--- src/rtl/rom_read_arbiter_if.sv ---
// One requester's read channel into the ROM arbiter.
// master = requester side, slave = arbiter side.
interface rom_read_arbiter_if;
  logic        req;
  logic [9:0]  addr;
  logic        gnt;
  logic        rvalid;
  logic [31:0] rdata;

  modport master (output req, addr, input gnt, rvalid, rdata);
  modport slave  (input req, addr, output gnt, rvalid, rdata);
endinterface

--- src/rtl/rom_read_arbiter.sv ---
// Two-port read arbiter/sequencer for a single-port 1024x32 ROM with READ_LAT latency.
// Define ROM_ARB_FIXED_PRIO_EN for fixed priority (port 0 wins); default is round-robin.

module rom_read_arbiter_rsp #(
  parameter int DW = 32
) (
  input  logic          clka,
  input  logic          rst,
  input  logic          cap,
  input  logic [DW-1:0] din,
  output logic          rvalid,
  output logic [DW-1:0] rdata
);
  logic          rvalid_q, rvalid_d;
  logic [DW-1:0] rdata_q, rdata_d;

  always_comb begin
    rvalid_d = cap;
    rdata_d  = cap ? din : rdata_q;
  end

  always_ff @(posedge clka or posedge rst) begin
    if (rst) begin
      rvalid_q <= 1'b0;
      rdata_q  <= '0;
    end else begin
      rvalid_q <= rvalid_d;
      rdata_q  <= rdata_d;
    end
  end

  assign rvalid = rvalid_q;
  assign rdata  = rdata_q;
endmodule

module rom_read_arbiter #(
  parameter int READ_LAT = 1
) (
  input  logic                clka,
  input  logic                rst,
  rom_read_arbiter_if.slave   m0,
  rom_read_arbiter_if.slave   m1,
  output logic                rom_ena,
  output logic [9:0]          rom_addra,
  input  logic [31:0]         rom_douta
);
  localparam int NUM_PORTS = 2;
  localparam int AW        = 10;
  localparam int DW        = 32;

  typedef struct packed {
    logic          req;
    logic [AW-1:0] addr;
  } rd_req_t;

  rd_req_t [NUM_PORTS-1:0]          req_s;
  logic    [NUM_PORTS-1:0]          rvalid_v;
  logic    [NUM_PORTS-1:0][DW-1:0]  rdata_v;
  logic                             gnt_vld, gnt_id, pref;

  assign req_s[0] = {m0.req, m0.addr};
  assign req_s[1] = {m1.req, m1.addr};

`ifdef ROM_ARB_FIXED_PRIO_EN
  assign pref = 1'b0;
`else
  logic prio_q, prio_d;

  // The loser of any grant becomes preferred next; idle cycles keep the order.
  always_comb begin
    prio_d = prio_q;
    if (gnt_vld) prio_d = ~gnt_id;
  end

  always_ff @(posedge clka or posedge rst) begin
    if (rst) prio_q <= 1'b0;
    else     prio_q <= prio_d;
  end

  assign pref = prio_q;
`endif

  // Grant is masked during reset so every output is quiet while rst is high.
  always_comb begin
    gnt_vld   = (req_s[0].req | req_s[1].req) & ~rst;
    gnt_id    = (req_s[0].req & req_s[1].req) ? pref : req_s[1].req;
    rom_ena   = gnt_vld;
    rom_addra = gnt_vld ? req_s[gnt_id].addr : '0;
  end

  assign m0.gnt = gnt_vld & ~gnt_id;
  assign m1.gnt = gnt_vld &  gnt_id;

  logic [READ_LAT-1:0] vld_pipe_q, vld_pipe_d;
  logic [READ_LAT-1:0] id_pipe_q,  id_pipe_d;

  always_comb begin
    vld_pipe_d    = '0;
    id_pipe_d     = '0;
    vld_pipe_d[0] = rom_ena;
    id_pipe_d[0]  = gnt_id;
    for (int i = 1; i < READ_LAT; i++) begin
      vld_pipe_d[i] = vld_pipe_q[i-1];
      id_pipe_d[i]  = id_pipe_q[i-1];
    end
  end

  always_ff @(posedge clka or posedge rst) begin
    if (rst) begin
      vld_pipe_q <= '0;
      id_pipe_q  <= '0;
    end else begin
      vld_pipe_q <= vld_pipe_d;
      id_pipe_q  <= id_pipe_d;
    end
  end

  // Last tag stage lines up with valid rom_douta; route it to its owner.
  for (genvar p = 0; p < NUM_PORTS; p++) begin : g_rsp
    logic cap;
    assign cap = vld_pipe_q[READ_LAT-1] & (id_pipe_q[READ_LAT-1] == 1'(p));
    rom_read_arbiter_rsp #(.DW(DW)) u_rsp (
      .clka   (clka),
      .rst    (rst),
      .cap    (cap),
      .din    (rom_douta),
      .rvalid (rvalid_v[p]),
      .rdata  (rdata_v[p])
    );
  end

  assign m0.rvalid = rvalid_v[0];
  assign m0.rdata  = rdata_v[0];
  assign m1.rvalid = rvalid_v[1];
  assign m1.rdata  = rdata_v[1];
endmodule

--- src/flat_wrapper.sv ---
// flat-port wrapper written by rule: the top's interface ports become plain ports
module rom_read_arbiter_flat 
#(
  parameter int READ_LAT = 1
)
  (clka, rst, rom_ena, rom_addra, rom_douta, m0_req, m0_addr, m0_gnt, m0_rvalid, m0_rdata, m1_req, m1_addr, m1_gnt, m1_rvalid, m1_rdata);
  rom_read_arbiter_if m0_i ();
  rom_read_arbiter_if m1_i ();
  input  logic clka;
  input  logic rst;
  output logic rom_ena;
  output logic [9:0] rom_addra;
  input  logic [31:0] rom_douta;
  input wire logic [$bits(m0_i.req)-1:0] m0_req;
  input wire logic [$bits(m0_i.addr)-1:0] m0_addr;
  output wire logic [$bits(m0_i.gnt)-1:0] m0_gnt;
  output wire logic [$bits(m0_i.rvalid)-1:0] m0_rvalid;
  output wire logic [$bits(m0_i.rdata)-1:0] m0_rdata;
  input wire logic [$bits(m1_i.req)-1:0] m1_req;
  input wire logic [$bits(m1_i.addr)-1:0] m1_addr;
  output wire logic [$bits(m1_i.gnt)-1:0] m1_gnt;
  output wire logic [$bits(m1_i.rvalid)-1:0] m1_rvalid;
  output wire logic [$bits(m1_i.rdata)-1:0] m1_rdata;
  assign m0_i.req = m0_req;
  assign m0_i.addr = m0_addr;
  assign m0_gnt = m0_i.gnt;
  assign m0_rvalid = m0_i.rvalid;
  assign m0_rdata = m0_i.rdata;
  assign m1_i.req = m1_req;
  assign m1_i.addr = m1_addr;
  assign m1_gnt = m1_i.gnt;
  assign m1_rvalid = m1_i.rvalid;
  assign m1_rdata = m1_i.rdata;
  rom_read_arbiter #(.READ_LAT(READ_LAT)) u_core (.clka(clka), .rst(rst), .m0(m0_i), .m1(m1_i), .rom_ena(rom_ena), .rom_addra(rom_addra), .rom_douta(rom_douta));
endmodule
--- config.mk ---
export PLATFORM = sky130hd
export DESIGN_NAME = rom_read_arbiter_flat
export DESIGN_NICKNAME = d
export VERILOG_FILES = /design/src/rtl/rom_read_arbiter_if.sv /design/src/rtl/rom_read_arbiter.sv /design/src/flat_wrapper.sv
export SDC_FILE = /design/constraint.sdc
export NUM_CORES = 1
export LEC_CHECK = 0
export ABC_AREA = 1
export CAP_MARGIN = 20
export CELL_PAD_IN_SITES_DETAIL_PLACEMENT = 0
export CELL_PAD_IN_SITES_GLOBAL_PLACEMENT = 1
export CORE_MARGIN = 4
export CORE_UTILIZATION = 33
export CTS_BUF_LIST = sky130_fd_sc_hd__clkbuf_2 sky130_fd_sc_hd__clkbuf_4 sky130_fd_sc_hd__clkbuf_8
export DETAILED_ROUTE_END_ITERATION = 6
export PLACE_DENSITY = 0.9
export SYNTH_ARGS = -nofsm -noshare
export SYNTH_HDL_FRONTEND = slang
export SYNTH_HIERARCHICAL = 1
export SYNTH_SLANG_ARGS = --single-unit
--- constraint.sdc ---
create_clock -name clka -period 1.8 [get_ports clka]
set_input_delay 0.36 -clock clka [delete_from_list [all_inputs] [get_ports clka]]
set_output_delay 0.36 -clock clka [all_outputs]
set_load 0.05 [all_outputs]
== Yosys cells after proc, flatten, opt, wreduce, memory -nomap -nowiden ==
Cells that the tools add are included.
Operators by class
  mux-type cells: 4
  shift operators: 0
  div/mod/pow operators: 0
  add/subtract/negate cells: 0
  multipliers: 0
  bitwise operators: 10
  equal/unequal tests: 0
  reduce and logical (&&, ||, !) cells: 0
  $lt $le $gt $ge: 1
Operators by type and width (number)
  10-bit 2-to-1 mux: 3
  1-bit bitwise AND: 6
  1-bit inverter: 3
  1-bit by 2-bit less-than comparator with 1-bit output, second input constant: 1
  1-bit 2-to-1 mux: 1
  1-bit OR: 1
Word-level totals
  memories: 0
  bits in read-only memories: 0
  word-level logic and storage cells: 22
  latch bits: 0
  RAM bits: 0
  input port bits: 56
  output and inout port bits: 79
  register bits after elaboration: 69

== Depth between registers and ports, before layout ==
  depth after elaboration: 5
  mapped depth: 7
  mapped depth without buffers: 5

== By module ==
The synthesis kept the hierarchy.
Modules (own cells, without submodules)
  rom_read_arbiter_rsp: cells an instance 138, area each 1321.3 um^2, times used 2, sequential area each 825.8 um^2
  rom_read_arbiter: cells an instance 74, area each 426.7 um^2, times used 1, sequential area each 75.1 um^2

== Worst setup path before layout ==
Ideal clock, no wire load.
  path type: in2out
  from: in m0_req
  to: out m0_gnt
  arrival: 1425 ps
  slack: 15 ps
  required time: 1440 ps
  stages: 5
  buffers on the path: 1
  cells stage by stage: nor2_1 > nor2_4 > buf_6 > inv_2 > nor2_1
On the way
  elaborated cells on any way between the ends: 6
  classes of those cells: mux (1); bitwise (5)
RTL lines
  from (decl): RTL line flat_wrapper.sv:14  | input wire logic [$bits(m0_i.req)-1:0] m0_req;
  1-bit OR: RTL line rom_read_arbiter.sv:85  | gnt_vld = (req_s[0].req | req_s[1].req) & ~rst;
  1-bit bitwise AND: RTL line rom_read_arbiter.sv:85
  net rom_ena: RTL line flat_wrapper.sv:11  | output logic rom_ena;
  1-bit bitwise AND: RTL line rom_read_arbiter.sv:91  | assign m0.gnt = gnt_vld & ~gnt_id;
  to (decl): RTL line flat_wrapper.sv:16  | output wire logic [$bits(m0_i.gnt)-1:0] m0_gnt;
The timed path passes the listed nets, and every way through them passes these cells.

== Final worst setup path ==
  from: reg u_core.prio_q, in the netlist u_core/pref
  to: out rom_addra[1]
On the way
  cells in the longest elaborated chain, start to end: 4
RTL lines
  from (decl): RTL line rom_read_arbiter.sv:67  | logic prio_q, prio_d;
  from (signal assigned): RTL line rom_read_arbiter.sv:77  | else prio_q <= prio_d;
  1-bit 2-to-1 mux: RTL line rom_read_arbiter.sv:86  | gnt_id = (req_s[0].req & req_s[1].req) ? pref : req_s[1].req;
  10-bit 2-to-1 mux (implied by the code) (2 in series): RTL line rom_read_arbiter.sv:88  | rom_addra = gnt_vld ? req_s[gnt_id].addr : '0;
  10-bit 2-to-1 mux: RTL line rom_read_arbiter.sv:88
  to (decl): RTL line flat_wrapper.sv:12  | output logic [9:0] rom_addra;
No other way between the ends. The select of a mux whose other input is x is not followed.

==> impl_metrics.yaml <==
global_routing:
  grt_pass1_wl_um: 14700
  grt_usage_pct: 16.6
  antenna_found_initial: 0
  grt_pass1_vias: 2873
  grt_max_degree: 34
  globalRouteOverflowTotal: 0
route:
  routed_via_density: 4.45
  dr.pass1.iters: 4
  drc_errors: 0
  wl_um: 8700
  vias: 2695
  avgRoutedWirePerCell_um: 14.4
  drt_iter0_drc: 93
  ant_nets: 0
min_path:
  hold_path.class: "in -> async"
cts:
  cts_num_sinks: 69
  cts_tree: "built"
  path_clk_slew_ps: 80
  root_buffer: "clkbuf_8"
  numCtsBuffers: 9
  cts_hold_buf: 0
  clock_path_buffers: 2
  htree_levels: 3
  insertion_delay_ps: 330
setup_path:
  cp_max_fo: 7
  ff2ff_path_depth: 5
  r2r_setup_slack_ps: 490
  crit_type: "reg -> out"
  r2r-start: "u_core/id_pipe_q"
  arrival_ps: 1440
  regToRegEndpoint: "u_core/g_rsp[1].u_rsp/rdata[13]"
  worst_setup_path_start_kind: "register"
  end_kind: "primary output"
  crit_required_ps: 1440
place:
  place_ws_ps: -192
  gp_congestion: 0.764
  post-place-cells: 590
  io_buffers: 134
  placed_area_mm2: 0.00444
  hpwl_um: 6130
power_and_ir_drop:
  ir_drop_mv: 0.513
  p_per_area_mw_per_mm2: 1160
  power_uw: 5550
  power_leakage_uw: 0.00249
die:
  die_x_um: 104
  core_area_mm2: 0.00889
  die-area_mm2: 0.0109
  ios: 135
  dieHeight_um: 104
  start_util_pct: 34.5
  num_rows: 34
synthesis:
  synth_cell_types: 15
  syn_inst: 350
  yosysSeqAreaShare_pct: 56.3
  yosysWarnings: 6
  synth_seq_cells: 69
  synth_fp_nets: 406
  synth.avg_cell_area_um2: 8.77
  netlist_area_mm2: 0.00307
cells_and_area:
  fin_cells: 606
  drive_above_1_share_pct: 34.7
  nFillCells: 808
  post-route-cell-area_mm2: 0.00481
  nets: 550
  area_growth_pct: 56.7
  insertedDiodeCount: 0
timing:
  maxSlewHeadroom_pct: 68.6
  setup_ws_ps: 1.70
  hold_ws_ps: 220
  fin_skew_ps: 7.47
  clock.fmax_mhz: 556
  finalHoldViolCount: 0
  rsz0062_at_grt: "true"
  maxSlewViolCount: 0
  fin_crit_sh_pct: 99.9
  finalSetupViolCount: 0
  min_period_ps: 1800
  tightest_slew_ps: 470
flow_run:
  drv_cap: 0
status:
  outcome: "complete, no violations"
==> flip-flops by register name (all words and copies together), names as in the netlist <==
register,flops
u_core/id_pipe_q,1
u_core/vld_pipe_q,1
u_core/g_rsp.u_rsp/rvalid,2
u_core/g_rsp.u_rsp/rdata,64
u_core/pref,1
==> Yosys cell counts <==
master	number	area, um2
nor2_4	1	11.3
nand2_2	28	175
inv_8	2	22.5
clkbuf_8	6	82.6
buf_6	7	78.8
buf_12	2	40.0
a21oi_1	10	50.1
inv_2	1	3.75
inv_1	17	63.8
nor2_2	8	50.1
dfrtp_1	69	1730
nand2_1	177	664
nor2_1	8	30.0
nand3_1	10	50.1
buf_2	4	20.0
==> per-layer routing <==
| metal | global-route usage, % | wire, um | share of wire [%] | vias to the layer above |
|---|---|---|---|---|
| met5 | 0 | 0 | 0 | - |
| met4 | 3.99 | 99 | 1.1 | 0 |
| met3 | 7.01 | 853 | 9.8 | 9 |
| met2 | 27.3 | 4050 | 47 | 107 |
| met1 | 20.2 | 3700 | 42 | 1245 |
| li1 | - | - | - | 1334 |
==> cells by family (layout without fill, tap and decap cells) <==
kind of cell	Yosys count	count (layout)	synth area share, %
and+or+nand+nor	232	232	32.0
DFF	69	69	56.3
buffers and inverters	39	187	10.2
AOI/OAI and AO/OA	10	10	1.63
==> worst max-delay path: stages, from the launching register on <==
cell	delay, ps
dfrtp_1	400
inv_2	80
nand2_4	80
buf_6	160
nand3_2	60
nand2_2	60
nor2_4	120
buf_12	140
==> where the power goes <==
group / leakage [uW] / switching, uW / internal [uW] / total, uW
clock: 0.0000950 / 590 / 632 / 1220
sequential: 0.000848 / 178 / 1830 / 2010
combinational: 0.00155 / 1580 / 745 / 2320
total: 0.00249 / 2350 / 3210 / 5550
==> worst max-delay path by stage <==
| stage | cells past startpoint | startpoint | end |
|---|---|---|---|
| detailed placement | 7 | m0_req | rom_addra[4] |
| CTS | 7 | u_core/pref | rom_addra[7] |
| finish | 7 | u_core/pref | rom_addra[1] |
| floorplan | 5 | m0_req | m0_gnt |
| global route | 7 | u_core/pref | rom_addra[1] |
| global placement | 7 | m0_req | rom_addra[1] |
==> per-stage QoR <==
| stage | TNS [ps] | utilization, % |
|---|---|---|
| floorplan | 0 | - |
| global placement | -1330 | 49.9 |
| detailed placement | -1860 | 49.9 |
| CTS | -155 | 53.7 |
| global route | -873 | 54.1 |
| finish | 0 | 54.1 |
==> cell usage in the layout, fill, tap and decap left out <==
master           count
a21oi_1              2
a21oi_2              4
a21oi_4              4
buf_12              14
buf_4               78
buf_6                5
bufinv_16            1
clkbuf_8             9
clkdlybuf4s50_1     52
clkinv_2             2
clkinv_4             2
clkinvlp_4           1
dfrtp_1             69
dlygate4sd2_1        3
inv_1               16
inv_2                2
inv_8                2
nand2_1            176
nand2_2             27
nand2_4              2
nand3_1              4
nand3_2              5
nand3_4              1
nor2_1               3
nor2_2               4
nor2_4              10
==> area by class of cell <==
class                           count  area (um2)  area share, %
Multi-Input combinational cell    242        1200           24.9
Clock buffer                        9         124           2.58
Inverter                           20        90.1           1.87
Timing Repair Buffer              152        1470           30.5
Clock inverter                      6        65.1           1.35
Sequential cell                    69        1730           35.9
Tap cell                          108         135           2.81
==> timing repair <==
item                                    CTS  global route
endpoints found under the setup margin   13            12
buffers inserted                          0             0
cloned                                    1             0
resized for setup                        38             6
pin swaps                                 6             8
No activity file was read; power rests on OpenSTA's default activity.
